File: config.mk
export PLATFORM = sky130hd
export DESIGN_NAME = pattern_generator
export DESIGN_NICKNAME = d
export VERILOG_FILES = /design/src/rtl/pattern_pkg.sv /design/src/rtl/pattern_shift_reg.sv /design/src/rtl/pattern_generator.sv
export SDC_FILE = /design/constraint.sdc
export NUM_CORES = 1
export LEC_CHECK = 0
export BUFFER_PORTS_ARGS = -buffer_cell sky130_fd_sc_hd__buf_2
export CAP_MARGIN = 15
export CORE_UTILIZATION = 55
export DETAILED_ROUTE_END_ITERATION = 12
export GPL_TIMING_DRIVEN = 0
export MAX_ROUTING_LAYER = met4
export PLACE_DENSITY_LB_ADDON = 0.3
export SLEW_MARGIN = 10
export SYNTH_ARGS = -nofsm -noshare
export SYNTH_HDL_FRONTEND = slang
export SYNTH_SLANG_ARGS = --single-unit
File: constraint.sdc
create_clock -name clk -period 2.4 [get_ports clk]
set_clock_uncertainty 0.15 [all_clocks]
set_input_delay 0 -clock clk [delete_from_list [all_inputs] [get_ports clk]]
set_output_delay 0 -clock clk [all_outputs]
set_load 0.02 [all_outputs]
File: src/rtl/pattern_pkg.sv
// Shared definitions for the serial pattern transmitter.
//   state_t      : FSM state encodings (IDLE / SHIFT / GAP / DONE)
//   PAT_DEFAULT  : reference pattern word used by detectors and benches
//   *_WIDTH_DEF  : default parameter widths for pattern_generator
package pattern_pkg;

    typedef enum logic [1:0] {
        ST_IDLE  = 2'd0,
        ST_SHIFT = 2'd1,
        ST_GAP   = 2'd2,
        ST_DONE  = 2'd3
    } state_t;

    localparam int PAT_WIDTH_DEF = 5;
    localparam int LEN_WIDTH_DEF = 3;
    localparam int REP_WIDTH_DEF = 8;
    localparam int GAP_WIDTH_DEF = 4;

    localparam logic [PAT_WIDTH_DEF-1:0] PAT_DEFAULT = 5'b11010;

endpackage

File: src/rtl/pattern_shift_reg.sv
// Loadable MSB-first shift register with a bits-remaining down-counter.
//   clk, rst : clock, synchronous active-high reset
//   clr      : synchronous clear of register and counter
//   load     : load data/len (len must be 1..W); has priority over shift
//   shift    : advance to the next bit
//   data     : pattern word, bit [len-1] is emitted first
//   len      : frame length in bits
//   msb      : bit currently on the line (registered)
//   last     : the bit on the line is the last of the frame (registered)
// The word is left-aligned at load, so after len shifts the register is all
// zeros and msb reads 0 with no extra gating.
module pattern_shift_reg #(
    parameter int W  = 5,
    parameter int LW = 3
) (
    input  logic          clk,
    input  logic          rst,
    input  logic          clr,
    input  logic          load,
    input  logic          shift,
    input  logic [W-1:0]  data,
    input  logic [LW-1:0] len,
    output logic          msb,
    output logic          last
);

    localparam logic [LW-1:0] W_L = LW'(W);

    logic [W-1:0]  sr_reg,   sr_next;
    logic [LW-1:0] cnt_reg,  cnt_next;
    logic          last_reg, last_next;
    logic [LW-1:0] align_shamt;

    assign align_shamt = W_L - len;

    always_comb begin
        sr_next  = sr_reg;
        cnt_next = cnt_reg;
        if (clr) begin
            sr_next  = '0;
            cnt_next = '0;
        end else if (load) begin
            sr_next  = data << align_shamt;
            cnt_next = len;
        end else if (shift && cnt_reg != '0) begin
            sr_next  = {sr_reg[W-2:0], 1'b0};
            cnt_next = cnt_reg - 1'b1;
        end
        last_next = (cnt_next == LW'(1));
    end

    always_ff @(posedge clk) begin
        if (rst) begin
            sr_reg   <= '0;
            cnt_reg  <= '0;
            last_reg <= 1'b0;
        end else begin
            sr_reg   <= sr_next;
            cnt_reg  <= cnt_next;
            last_reg <= last_next;
        end
    end

    assign msb  = sr_reg[W-1];
    assign last = last_reg;

endmodule

File: src/rtl/pattern_generator.sv
// Serial bit-pattern transmitter. On start (in IDLE) captures a pattern word and
// sends it MSB-first, one bit per clk, for repeat_cnt+1 frames separated by
// gap_len idle cycles, then pulses done for one cycle.
//   clk, rst       : clock, synchronous active-high reset
//   start, abort   : transfer request / synchronous cancel (abort wins)
//   pat_word       : pattern bits, bit [pat_len-1] sent first
//   pat_len        : bits per frame (0 or >PAT_WIDTH clamps to PAT_WIDTH)
//   repeat_cnt     : extra frames
//   gap_len        : idle cycles between frames
//   pattern        : serial data bit
//   pattern_valid  : pattern carries a frame bit
//   frame_last     : current bit is last of its frame
//   busy           : not IDLE
//   done           : one-cycle completion pulse
// All outputs are registers updated on the same edge as the state register, so
// the observed state and the outputs always agree.
module pattern_generator
    import pattern_pkg::*;
#(
    parameter int PAT_WIDTH = PAT_WIDTH_DEF,
    parameter int LEN_WIDTH = LEN_WIDTH_DEF,
    parameter int REP_WIDTH = REP_WIDTH_DEF,
    parameter int GAP_WIDTH = GAP_WIDTH_DEF
) (
    input  logic                 clk,
    input  logic                 rst,
    input  logic                 start,
    input  logic                 abort,
    input  logic [PAT_WIDTH-1:0] pat_word,
    input  logic [LEN_WIDTH-1:0] pat_len,
    input  logic [REP_WIDTH-1:0] repeat_cnt,
    input  logic [GAP_WIDTH-1:0] gap_len,
    output logic                 pattern,
    output logic                 pattern_valid,
    output logic                 frame_last,
    output logic                 busy,
    output logic                 done
);

    localparam logic [LEN_WIDTH-1:0] MAX_LEN = LEN_WIDTH'(PAT_WIDTH);

    state_t               state_reg,   state_next;
    logic [PAT_WIDTH-1:0] word_reg,    word_next;
    logic [LEN_WIDTH-1:0] len_reg,     len_next;
    logic [REP_WIDTH-1:0] frames_reg,  frames_next;
    logic [GAP_WIDTH-1:0] gap_len_reg, gap_len_next;
    logic [GAP_WIDTH-1:0] gap_cnt_reg, gap_cnt_next;
    logic                 valid_reg, busy_reg, done_reg;

    logic                 sr_clr, sr_load, sr_shift, sr_last;
    logic [PAT_WIDTH-1:0] sr_data;
    logic [LEN_WIDTH-1:0] sr_len;
    logic [LEN_WIDTH-1:0] len_clamped;

    assign len_clamped = (pat_len == '0 || pat_len > MAX_LEN) ? MAX_LEN : pat_len;

    always_comb begin
        state_next   = state_reg;
        word_next    = word_reg;
        len_next     = len_reg;
        frames_next  = frames_reg;
        gap_len_next = gap_len_reg;
        gap_cnt_next = gap_cnt_reg;
        sr_clr       = 1'b0;
        sr_load      = 1'b0;
        sr_shift     = 1'b0;
        sr_data      = word_reg;
        sr_len       = len_reg;

        unique case (state_reg)
            ST_IDLE: begin
                if (start && !abort) begin
                    word_next    = pat_word;
                    len_next     = len_clamped;
                    frames_next  = repeat_cnt;
                    gap_len_next = gap_len;
                    sr_load      = 1'b1;
                    sr_data      = pat_word;
                    sr_len       = len_clamped;
                    state_next   = ST_SHIFT;
                end
            end
            ST_SHIFT: begin
                if (abort) begin
                    sr_clr     = 1'b1;
                    state_next = ST_IDLE;
                end else if (sr_last) begin
                    if (frames_reg != '0) begin
                        frames_next = frames_reg - 1'b1;
                        if (gap_len_reg != '0) begin
                            sr_shift     = 1'b1;
                            gap_cnt_next = gap_len_reg;
                            state_next   = ST_GAP;
                        end else begin
                            // Reload on the last bit so the next frame follows with no bubble.
                            sr_load = 1'b1;
                        end
                    end else begin
                        sr_shift   = 1'b1;
                        state_next = ST_DONE;
                    end
                end else begin
                    sr_shift = 1'b1;
                end
            end
            ST_GAP: begin
                if (abort) begin
                    sr_clr     = 1'b1;
                    state_next = ST_IDLE;
                end else if (gap_cnt_reg == GAP_WIDTH'(1)) begin
                    sr_load    = 1'b1;
                    state_next = ST_SHIFT;
                end else begin
                    gap_cnt_next = gap_cnt_reg - 1'b1;
                end
            end
            ST_DONE: begin
                state_next = ST_IDLE;
            end
            default: begin
                sr_clr     = 1'b1;
                state_next = ST_IDLE;
            end
        endcase
    end

    always_ff @(posedge clk) begin
        if (rst) begin
            state_reg   <= ST_IDLE;
            word_reg    <= '0;
            len_reg     <= '0;
            frames_reg  <= '0;
            gap_len_reg <= '0;
            gap_cnt_reg <= '0;
            valid_reg   <= 1'b0;
            busy_reg    <= 1'b0;
            done_reg    <= 1'b0;
        end else begin
            state_reg   <= state_next;
            word_reg    <= word_next;
            len_reg     <= len_next;
            frames_reg  <= frames_next;
            gap_len_reg <= gap_len_next;
            gap_cnt_reg <= gap_cnt_next;
            valid_reg   <= (state_next == ST_SHIFT);
            busy_reg    <= (state_next != ST_IDLE);
            done_reg    <= (state_next == ST_DONE);
        end
    end

    pattern_shift_reg #(
        .W  (PAT_WIDTH),
        .LW (LEN_WIDTH)
    ) u_shift_reg (
        .clk   (clk),
        .rst   (rst),
        .clr   (sr_clr),
        .load  (sr_load),
        .shift (sr_shift),
        .data  (sr_data),
        .len   (sr_len),
        .msb   (pattern),
        .last  (sr_last)
    );

    assign pattern_valid = valid_reg;
    assign frame_last    = sr_last;
    assign busy          = busy_reg;
    assign done          = done_reg;

endmodule
==> reports/metrics.csv <==
metric,value,unit
Power Dens Cells,556,nW/µm²
"commonest non-fill, non-tap cells in the layout","dfxtp_1 (36), nand2_1 (33), a21oi_1 (29)",
initial antenna violation count,0,
total wire length,5860,µm
I/O pin cnt,29,
synthesis-to-layout area growth,22.5,%
Pwr Total,1.61,mW
Root Buffer,clkbuf_8,
"Reg clk slew, reported paths",0.07,ns
minimum clock period,2.32,ns
gr usage total,29.0,%
Syn Inst Count,298,
Clock Latency Late Sink,0.30,ns
top-area cell type share of the netlist area,32.3,%
CTS tree,yes,
"antenna viol nets, final",0,
synthesis-stage register bit count,38,
CP Data Arrival Time,2.35,ns
DR WL/cell,14.6,µm
Setup Viol. Count Final,0,
DRC violations left,0,
post-DR vias/cell,5.87,
Sinks on Clock Net,38,
Synth Cell Area,2350,µm²
Initial Util,58.0,%
Layout Nets,384,
Worst Hold Class,primary input to flop,
final hold violation count,0,
ant diodes,0,
first-pass GRT wire length,9540,µm
Num CTS Buffers,5,
die area,4550,µm²
hpwl dp,3970,µm
DRT Pass-1 Iters,4,
max_cap viols,0,
P_leak,1.12,nW
final critical-path share of the clock period,96.5,%
Tightest Pin Transition,0.803,ns
Setup WS pre-CTS,-0.138,ns
Peak VDD IR,0.308,mV
number of global-route vias before repair,2154,
Die W,67.4,µm
met1 Usage GRT,34.5,%
layout cell share with drive strength beyond 1,18.5,%
Vias,2355,
"Net Count, Synth",331,
core area,4060,µm²
Max Fanout on Critical Path,10,
GP Congestion,0.907,
Ys Warns,0,
unrepaired setup endpoints after global routing,false,
input/output buffers,27,
distinct cell type count after synthesis,55,
Synth area leader,dfxtp_1,
crit end category,flop,
"EDFF count, synth",0,
final max-slew violation count,0,
"most common cell after layout, fill and taps aside",dfxtp_1,
setup_tns,0,ns
"Avg Cell Area, Syn",7.90,µm²
Rows,23,
die height,67.4,µm
final hold slack,0.0806,ns
largest net degree at the start of global routing,11,
crit path launch type,flop,
Slew headroom,46.0,%
ys async rst share,0,%
"top cells by area, synth","dfxtp_1 (32%), a21oi_1 (6.2%), nand2_1 (5.3%)",
grt total ovfl,0,
Post-synth top flop,dfxtp_1,
Largest register FFs,8,
met3 Use GR,4.73,%
top achievable clock speed,0.432,GHz
status,"finished, final reports clean",
critical path type,flop to flop,
CP required,2.43,ns
"Seq/Total Area, Yosys",32.3,%
met2 Use GR,47.5,%
Most Crowded Layer GR,met2,
Clock Path Buffers,2,
Final WS setup,0.0829,ns
H-tree Lvls,2,
DRT iter0 DRCs,151,
-- kinds of logic after synthesis --
family / after synthesis / synth area share (%)
compound gates: 101 / 27.9
xor+xnor: 2 / 0.744
fa+ha+maj: 9 / 4.78
buf+inv: 34 / 5.84
flops: 38 / 32.3
mux: 12 / 5.15
simple gates: 102 / 23.2
-- stage by stage --
step                cells  instance area [µm²]  util (%)
floorplan             298                 2350         -
global placement      375                 2550      62.9
detailed placement    375                 2550      62.9
CTS                   398                 2830      69.8
global route          401                 2890      71.1
finish                401                 2890      71.1
-- what timing repair did --
item                                    in CTS  in global routing
endpoints found under the setup margin      12                 17
resized for setup                            9                 15
pin swaps                                    0                  1
setup buffers                                0                  3
hold buffers                                18                  0
endpoints found under the hold margin       17                  0
cloned                                       0                  0
-- power by group --
group / leakage (nW) / switching (mW) / total, mW / internal (mW)
registers: 0.311 / 0.0370 / 0.711 / 0.674
clock network: 0.0383 / 0.230 / 0.430 / 0.200
logic: 0.775 / 0.261 / 0.465 / 0.204
-- layout make-up --
class                      count  area (µm²)
buffer                        13        71.3
clock buffer                   7        76.3
fill                         328        1170
inverter                      19        71.3
multi-input combinational    226        1500
sequential                    38         763
tap                           50        62.6
timing repair buffer          48         338
-- metal layers --
| metal | share of wire, % | wire length [µm] | up-vias |
|---|---|---|---|
| met5 | 0 | 0 | - |
| met4 | 2.8 | 162 | 0 |
| met3 | 3.7 | 218 | 14 |
| met1 | 47 | 2750 | 1082 |
| li1 | - | - | 1189 |
| met2 | 46 | 2720 | 70 |
-- cells in the mapped netlist (2+ instances only) --
cell type  count
a21bo_2        2
ha_1           9
o22ai_1        3
nor2b_1        9
nand3b_1       6
nor2_1        13
o21ai_0       23
a21oi_1       29
and2_1         3
nand2_1       33
or4_1          2
a221oi_1       2
a31oi_1        6
or3_1          3
nor3_1         4
dfxtp_1       38
nand3_1        9
or2_2          2
and3_1         2
o21bai_1       2
inv_1         19
buf_2          2
o21a_1         2
o31a_1         2
a211o_1        3
mux2i_1       11
o211ai_1       3
o32ai_1        2
nor4_1         2
nand2b_1       3
a21o_1         2
and2b_1        2
clkbuf_1      12
nand4_1        2
a211oi_1      11
-- worst max-delay path, cell delays in order, from the launching register on --
cell and delay, ns:
dfxtp_1 0.39, ha_1 0.16, or3b_2 0.50, o21ai_0 0.27, o21bai_2 0.16, buf_6 0.16
a221oi_1 0.31, a311oi_1 0.09
-- worst paths after layout --
path	start	endpoint	slack, ns	depth (start not counted)
worst max register to register	gap_cnt_reg[0]	u_shift_reg.sr_reg[3]	0.08	7
worst min-delay path	abort	u_shift_reg.cnt_reg[1]	0.08	4
worst max-delay path	gap_cnt_reg[0]	u_shift_reg.sr_reg[3]	0.08	7
worst min register to register	word_reg[4]	word_reg[4]	0.32	2
(Power assumes the default switching activity.)
